--- src/rtl/simd_pkg.sv ---
// Shared types and helpers for the SIMD BRAM loader.
package simd_pkg;

  typedef enum logic [1:0] {
    TGT_A   = 2'd0,
    TGT_B   = 2'd1,
    TGT_INS = 2'd2,
    TGT_BAD = 2'd3
  } tgt_e;

  typedef enum logic [1:0] {
    ST_IDLE,
    ST_LOAD,
    ST_FLUSH,
    ST_FIN
  } state_e;

  // Stream words needed to fill one row of the selected BRAM.
  function automatic int unsigned wpr_of(tgt_e tgt, int unsigned pe_count,
                                         int unsigned ins_words);
    return (tgt == TGT_INS) ? ins_words : pe_count;
  endfunction

endpackage

--- src/rtl/simd_row_packer.sv ---
// Packs consecutive stream words into lanes of a row; lane 0 is the first word.
module simd_row_packer #(
  parameter int MAX_LANES  = 8,
  parameter int DATA_WIDTH = 32,
  parameter int IDX_W      = (MAX_LANES > 1) ? $clog2(MAX_LANES) : 1
) (
  input  logic                                 clk,
  input  logic                                 rst,
  input  logic                                 clr,
  input  logic                                 in_vld,
  input  logic [DATA_WIDTH-1:0]                in_data,
  input  logic [IDX_W-1:0]                     wpr_m1,
  output logic                                 row_full,
  output logic [MAX_LANES-1:0][DATA_WIDTH-1:0] row_data
);

  logic [MAX_LANES-1:0][DATA_WIDTH-1:0] lanes_q, lanes_d;
  logic [IDX_W-1:0]                     idx_q, idx_d;

  // Merge the incoming word into its lane; the merged row is visible the same cycle.
  always_comb begin
    lanes_d  = lanes_q;
    idx_d    = idx_q;
    row_full = 1'b0;
    if (clr) begin
      idx_d = '0;
    end else if (in_vld) begin
      lanes_d[idx_q] = in_data;
      if (idx_q == wpr_m1) begin
        row_full = 1'b1;
        idx_d    = '0;
      end else begin
        idx_d = idx_q + 1'b1;
      end
    end
    row_data = lanes_d;
  end

  // Lane storage and word index.
  always_ff @(posedge clk) begin
    if (rst) begin
      lanes_q <= '0;
      idx_q   <= '0;
    end else begin
      lanes_q <= lanes_d;
      idx_q   <= idx_d;
    end
  end

endmodule

--- src/rtl/simd_bram_loader.sv ---
// AXI4-Stream to A/B/INS BRAM row loader with a single-command interface.
module simd_bram_loader
  import simd_pkg::*;
#(
  parameter int PE_COUNT       = 8,
  parameter int DATA_WIDTH     = 32,
  parameter int BRAM_DEPTH     = 1024,
  parameter int ADDR_WIDTH     = $clog2(BRAM_DEPTH),
  parameter int INS_ADDR_WIDTH = 11,
  parameter int INS_WIDTH      = 64
) (
  input  logic                           clk,
  input  logic                           rst,
  input  logic                           cmd_start,
  input  logic [1:0]                     cmd_target,
  input  logic [INS_ADDR_WIDTH-1:0]      cmd_base,
  input  logic [INS_ADDR_WIDTH:0]        cmd_rows,
  output logic                           busy,
  output logic                           done,
  output logic                           err,
  input  logic [DATA_WIDTH-1:0]          s_axis_tdata,
  input  logic                           s_axis_tvalid,
  output logic                           s_axis_tready,
  input  logic                           s_axis_tlast,
  output logic                           bram_a_wr_en,
  output logic [ADDR_WIDTH-1:0]          bram_a_wr_addr,
  output logic [PE_COUNT*DATA_WIDTH-1:0] bram_a_wr_data,
  output logic                           bram_b_wr_en,
  output logic [ADDR_WIDTH-1:0]          bram_b_wr_addr,
  output logic [PE_COUNT*DATA_WIDTH-1:0] bram_b_wr_data,
  output logic                           bram_ins_wr_en,
  output logic [INS_ADDR_WIDTH-1:0]      bram_ins_wr_addr,
  output logic [INS_WIDTH-1:0]           bram_ins_wr_data
);

  localparam int INS_WORDS = INS_WIDTH / DATA_WIDTH;
  localparam int MAX_LANES = (PE_COUNT > INS_WORDS) ? PE_COUNT : INS_WORDS;
  localparam int IDX_W     = (MAX_LANES > 1) ? $clog2(MAX_LANES) : 1;
  localparam int IAW       = INS_ADDR_WIDTH;

  state_e                               state_q, state_d;
  tgt_e                                 tgt_q, tgt_d;
  logic [IAW-1:0]                       base_q, base_d, waddr_q, waddr_d;
  logic [IAW:0]                         rows_q, rows_d, row_cnt_q, row_cnt_d;
  logic                                 err_q, err_d, busy_q, busy_d, done_q, done_d;
  logic                                 tready_q, tready_d;
  logic                                 wr_a_en_q, wr_a_en_d, wr_b_en_q, wr_b_en_d;
  logic                                 wr_ins_en_q, wr_ins_en_d;
  logic [MAX_LANES-1:0][DATA_WIDTH-1:0] row_data_q, row_data_d, pk_row;
  logic                                 hs, pk_full, last_word;
  logic [IDX_W-1:0]                     wpr_m1;

  // tready is only high in LOAD, so a handshake implies LOAD.
  assign hs        = s_axis_tvalid & tready_q;
  assign wpr_m1    = IDX_W'(wpr_of(tgt_q, PE_COUNT, INS_WORDS) - 1);
  assign last_word = pk_full && (row_cnt_q == rows_q - 1'b1);

  simd_row_packer #(
    .MAX_LANES (MAX_LANES),
    .DATA_WIDTH(DATA_WIDTH),
    .IDX_W     (IDX_W)
  ) u_packer (
    .clk     (clk),
    .rst     (rst),
    .clr     (state_q == ST_IDLE),
    .in_vld  (hs),
    .in_data (s_axis_tdata),
    .wpr_m1  (wpr_m1),
    .row_full(pk_full),
    .row_data(pk_row)
  );

  // Next-state and next-output logic; all outputs are registered from these.
  always_comb begin
    state_d     = state_q;
    tgt_d       = tgt_q;
    base_d      = base_q;
    rows_d      = rows_q;
    row_cnt_d   = row_cnt_q;
    err_d       = err_q;
    waddr_d     = waddr_q;
    row_data_d  = row_data_q;
    wr_a_en_d   = 1'b0;
    wr_b_en_d   = 1'b0;
    wr_ins_en_d = 1'b0;
    case (state_q)
      ST_IDLE: begin
        if (cmd_start) begin
          tgt_d     = tgt_e'(cmd_target);
          base_d    = cmd_base;
          rows_d    = cmd_rows;
          row_cnt_d = '0;
          err_d     = (cmd_target == TGT_BAD);
          state_d   = (cmd_rows == '0 || cmd_target == TGT_BAD) ? ST_FIN : ST_LOAD;
        end
      end
      ST_LOAD: begin
        if (hs) begin
          if (pk_full) begin
            wr_a_en_d   = (tgt_q == TGT_A);
            wr_b_en_d   = (tgt_q == TGT_B);
            wr_ins_en_d = (tgt_q == TGT_INS);
            waddr_d     = base_q + row_cnt_q[IAW-1:0];
            row_data_d  = pk_row;
            row_cnt_d   = row_cnt_q + 1'b1;
          end
          if (last_word) begin
            state_d = ST_FLUSH;
            if (!s_axis_tlast) err_d = 1'b1;
          end else if (s_axis_tlast) begin
            // Early end of stream: the partial row stays in the packer and is dropped.
            err_d   = 1'b1;
            state_d = ST_FIN;
          end
        end
      end
      ST_FLUSH: state_d = ST_FIN;
      default:  state_d = ST_IDLE;
    endcase
    tready_d = (state_d == ST_LOAD);
    busy_d   = (state_d == ST_LOAD) || (state_d == ST_FLUSH);
    done_d   = (state_d == ST_FIN);
  end

  // FSM state, command context and registered outputs.
  always_ff @(posedge clk) begin
    if (rst) begin
      state_q     <= ST_IDLE;
      tgt_q       <= TGT_A;
      base_q      <= '0;
      rows_q      <= '0;
      row_cnt_q   <= '0;
      err_q       <= 1'b0;
      busy_q      <= 1'b0;
      done_q      <= 1'b0;
      tready_q    <= 1'b0;
      waddr_q     <= '0;
      row_data_q  <= '0;
      wr_a_en_q   <= 1'b0;
      wr_b_en_q   <= 1'b0;
      wr_ins_en_q <= 1'b0;
    end else begin
      state_q     <= state_d;
      tgt_q       <= tgt_d;
      base_q      <= base_d;
      rows_q      <= rows_d;
      row_cnt_q   <= row_cnt_d;
      err_q       <= err_d;
      busy_q      <= busy_d;
      done_q      <= done_d;
      tready_q    <= tready_d;
      waddr_q     <= waddr_d;
      row_data_q  <= row_data_d;
      wr_a_en_q   <= wr_a_en_d;
      wr_b_en_q   <= wr_b_en_d;
      wr_ins_en_q <= wr_ins_en_d;
    end
  end

  assign busy             = busy_q;
  assign done             = done_q;
  assign err              = err_q;
  assign s_axis_tready    = tready_q;
  assign bram_a_wr_en     = wr_a_en_q;
  assign bram_a_wr_addr   = waddr_q[ADDR_WIDTH-1:0];
  assign bram_a_wr_data   = row_data_q[PE_COUNT-1:0];
  assign bram_b_wr_en     = wr_b_en_q;
  assign bram_b_wr_addr   = waddr_q[ADDR_WIDTH-1:0];
  assign bram_b_wr_data   = row_data_q[PE_COUNT-1:0];
  assign bram_ins_wr_en   = wr_ins_en_q;
  assign bram_ins_wr_addr = waddr_q;
  assign bram_ins_wr_data = row_data_q[INS_WORDS-1:0];

endmodule

--- config.mk ---
export PLATFORM = sky130hd
export DESIGN_NAME = simd_bram_loader
export DESIGN_NICKNAME = d
export VERILOG_FILES = /design/src/rtl/simd_pkg.sv /design/src/rtl/simd_row_packer.sv /design/src/rtl/simd_bram_loader.sv
export SDC_FILE = /design/constraint.sdc
export NUM_CORES = 1
export LEC_CHECK = 0
export ABC_AREA = 1
export CORE_AREA = 3 3 266 268
export CTS_CLUSTER_DIAMETER = 60
export DETAILED_ROUTE_END_ITERATION = 7
export DIE_AREA = 0 0 269 271
export MAX_ROUTING_LAYER = met4
export SYNTH_ARGS = -nofsm -noshare
export SYNTH_HDL_FRONTEND = slang
export SYNTH_SLANG_ARGS = --single-unit
export TNS_END_PERCENT = 50
--- constraint.sdc ---
create_clock -name clk -period 4.75 [get_ports clk]
set_clock_uncertainty 0.05 [all_clocks]
set_input_delay 0.95 -clock clk [delete_from_list [all_inputs] [get_ports clk]]
set_output_delay 0.95 -clock clk [all_outputs]
set_load 0.1 [all_outputs]
==> flow_summary_export.csv <==
group,metric,value,unit
timing,drv_slew,0,
floorplan,initial_core_util,33.5,%
clock_network,cts_tree,"done",
drt,wl,72600,µm
clock_network,cts_hold_buf,0,
place,numPortBuffers,675,
clock_network,cts_buffers,59,
power_and_ir_drop,p_leak,12.6,nW
global_route,grt_pass1_vias,17300,
timing,worst_pin_slew,1.18,ns
drt,drc,0,
yosys,synth_compound_area_share,12.0,%
timing,finalSetupViolCount,0,
critical_path,rrSetupSlack,2.08,ns
yosys,synthTopCellsByArea,"dfxtp_1 (50%), mux2i_1 (11%), buf_4 (11%), nor2_1 (7.5%), a211oi_1 (4.3%)",
clock_network,cts_buffer_depth,3,
hold_path,hold_depth,1,
clock_network,root_buffer,"clkbuf_16",
yosys,synth_nets,2590,
critical_path,arrival,2.35,ns
global_route,grt_usage,19.7,%
critical_path,reg2reg_depth,8,
global_route,grt_start_max_net_pins,212,
yosys,synth_top_area_cell,"dfxtp_1",
hold_path,hp-class,"register to register",
timing,finalSetupTns,0,ns
hold_path,hold_start,"tgt_q[0]$_SDFFE_PP0P_",
place,dpl-instance-area,0.0279,mm²
critical_path,rr_startpoint,"state_q[1]$_SDFF_PP0_",
run_status,outcome,"complete, no violations",
floorplan,num_rows,96,
critical_path,worstPathMaxFanout,4,
drt,drtIter0Drc,1273,
clock_network,htreeDepth,2,
clock_network,postCtsSetupBuffers,0,
critical_path,crit_family,"buffers and inverters",
critical_path,worst-path-buf-inv,1,
layout,drive_gt1_share,5.04,%
critical_path,worstSetupPathType,"register to primary output",
drt,dr.pass1.iters,5,
layout,fillers,6515,
clock_network,clkSinkCount,572,
critical_path,startpoint_type,"register",
yosys,yosys_warnings,0,
power_and_ir_drop,pwr_density_cell,330,mW/mm²
layout,layout_commonest_cell,"clkdlybuf4s50_1",
critical_path,cp.required,3.75,ns
critical_path,critPathCaptureType,"primary output",
layout,antenna_cells,0,
yosys,syn-cell-area,0.0230,mm²
layout,nNetsFinal,2833,
critical_path,reg2reg_to,"bram_a_wr_data[166]$_SDFFE_PP0P_",
place,place_congestion,0.879,
timing,rsz0062_at_grt,"no",
clock_network,ctsResizeCount,0,
drt,vias,17700,
floorplan,dieArea,0.0729,mm²
yosys,syn_area_per_cell,9.15,µm²
floorplan,chipHeight,271,µm
global_route,grt_pass1_wl,107000,µm
floorplan,die_x,269,µm
clock_network,clk_pin_slew,0.06,ns
critical_path,critPathSlowestCell,"clkdlybuf4s50_1",
floorplan,ios,676,
drt,post_drt_wl_per_cell,19.5,µm
critical_path,crit_chain,"clkdlybuf4s50_1",
timing,maxSlewHeadroom,20.8,%
yosys,synth_xor_area_share,0.648,%
drt,via_per_inst,4.73,
clock_network,insertion_delay,0.61,ns
global_route,grt_antenna_before_repair,4,
place,hpwl,51100,µm
yosys,synth-adder-area-share,0.903,%
layout,area_delta_synth_final,29.5,%
critical_path,slowest_delay,1.21,ns
yosys,synthSimpleGateAreaFrac,10.2,%
layout,mostFrequentLayoutCells,"clkdlybuf4s50_1 (674), dfxtp_1 (572), nor2_1 (458), mux2i_1 (256), o21ai_0 (176)",
timing,post-route-period-util,70.4,%
yosys,ys_seq_area_share,49.8,%
timing,min_period,3.35,ns
yosys,synthCells,2512,
hold_path,worst_hold_path.endpoint,"bram_a_wr_en$_SDFF_PP0_",
yosys,ys_types,36,
floorplan,core-area,0.0686,mm²
yosys,synthMuxAreaShare,11.1,%
power_and_ir_drop,vdd_drop_max,0.000291,V
job,maxCapViolCount,0,
global_route,overflow,0,
yosys,ys_seq_elements,572,
drt,ant_nets,0,
layout,final_area,0.0298,mm²
yosys,synth_top_family_by_area,"buffers and inverters",
timing,max_freq,0.299,GHz
yosys,synth_top_area_share,49.8,%
timing,finalHoldViolations,0,
## flip-flops by register name, indices dropped and copies added (netlist names)
name / cells
base_q: 11
bram_a_wr_data: 256
bram_a_wr_en: 1
bram_b_wr_en: 1
bram_ins_wr_addr: 11
bram_ins_wr_en: 1
busy: 1
done: 1
err: 1
row_cnt_q: 12
rows_q: 12
s_axis_tready: 1
state_q: 2
tgt_q: 2
u_packer.idx_q: 3
u_packer.lanes_q: 256
## cell usage after synthesis, drive strengths merged
| cell | n |
|---|---|
| a2111oi | 1 |
| a211oi | 132 |
| a21boi | 2 |
| a21oi | 164 |
| and3 | 1 |
| buf | 399 |
| clkbuf | 121 |
| clkinv | 1 |
| dfxtp | 572 |
| fa | 1 |
| ha | 15 |
| inv | 59 |
| mux2i | 256 |
| nand2 | 75 |
| nand3 | 27 |
| nand3b | 2 |
| nand4 | 6 |
| nor2 | 465 |
| nor3 | 10 |
| nor3b | 1 |
| nor4 | 3 |
| o21ai | 178 |
| o21bai | 2 |
| or2 | 2 |
| xnor2 | 8 |
| xor2 | 9 |
## metal layers
layer | track usage [%] | vias up | part of all wire [%]
met2 | 33.3 | 601 | 49
met3 | 3.27 | 111 | 5.5
met5 | - | - | 0
li1 | - | 8531 | -
met1 | 24.1 | 8411 | 43
met4 | 6.04 | 0 | 3.0
## metrics by stage
stage               setup slack [ns]  hold WS, ns  total power [mW]  std cells  util [%]
global placement                1.23        0.361              5.47       3625      40.7
finish                          1.40        0.379              9.82       3729      43.4
floorplan                       2.19        0.347              5.27       2512         -
CTS                             1.37        0.375              9.94       3729      43.4
detailed placement              1.09        0.366              5.47       3625      40.7
global route                    1.38        0.383              10.2       3729      43.4
## worst max-delay path by stage
stage | cells after the start | slack, ns | to | startpoint
after detailed placement | 7 | 1.09 | bram_a_wr_data[166]$_SDFFE_PP0P_ | s_axis_tvalid
after CTS | 1 | 1.37 | bram_a_wr_data[55] | bram_a_wr_data[55]$_SDFFE_PP0P_
after global placement | 7 | 1.23 | bram_a_wr_data[201]$_SDFFE_PP0P_ | s_axis_tvalid
final | 1 | 1.40 | bram_a_wr_data[55] | bram_a_wr_data[55]$_SDFFE_PP0P_
after global routing | 1 | 1.38 | bram_b_wr_data[0] | bram_a_wr_data[0]$_SDFFE_PP0P_
after floorplan | 13 | 2.19 | busy$_SDFF_PP0_ | s_axis_tready$_SDFF_PP0_
## logic make-up (layout without fill, tap and decap cells)
logic type,count (synthesis),in the layout
AND/OR/NAND/NOR,592,592
buffers and inverters,580,866
flip-flops,572,572
AO/OA/AOI/OAI,479,479
multiplexers,256,256
XOR/XNOR,17,17
adder cells (fa/ha/maj),16,16
## power by group
part,leakage [nW],switching (mW),total [mW],internal [mW]
sequential,4.61,0.0261,4.86,4.83
combinational,7.05,0.360,0.507,0.147
clock,0.921,1.91,4.45,2.55
total,12.6,2.29,9.82,7.53
## layout make-up
type,instances,area [µm²],share of cell area [%]
tap,931,1160,3.91
inverter,60,228,0.765
clock buffer,89,1720,5.78
clock inverter,15,143,0.479
multi-input combinational,1360,8050,27.0
timing repair buffer,702,7010,23.6
sequential,572,11500,38.5
Power figures use the tool's default switching activity.
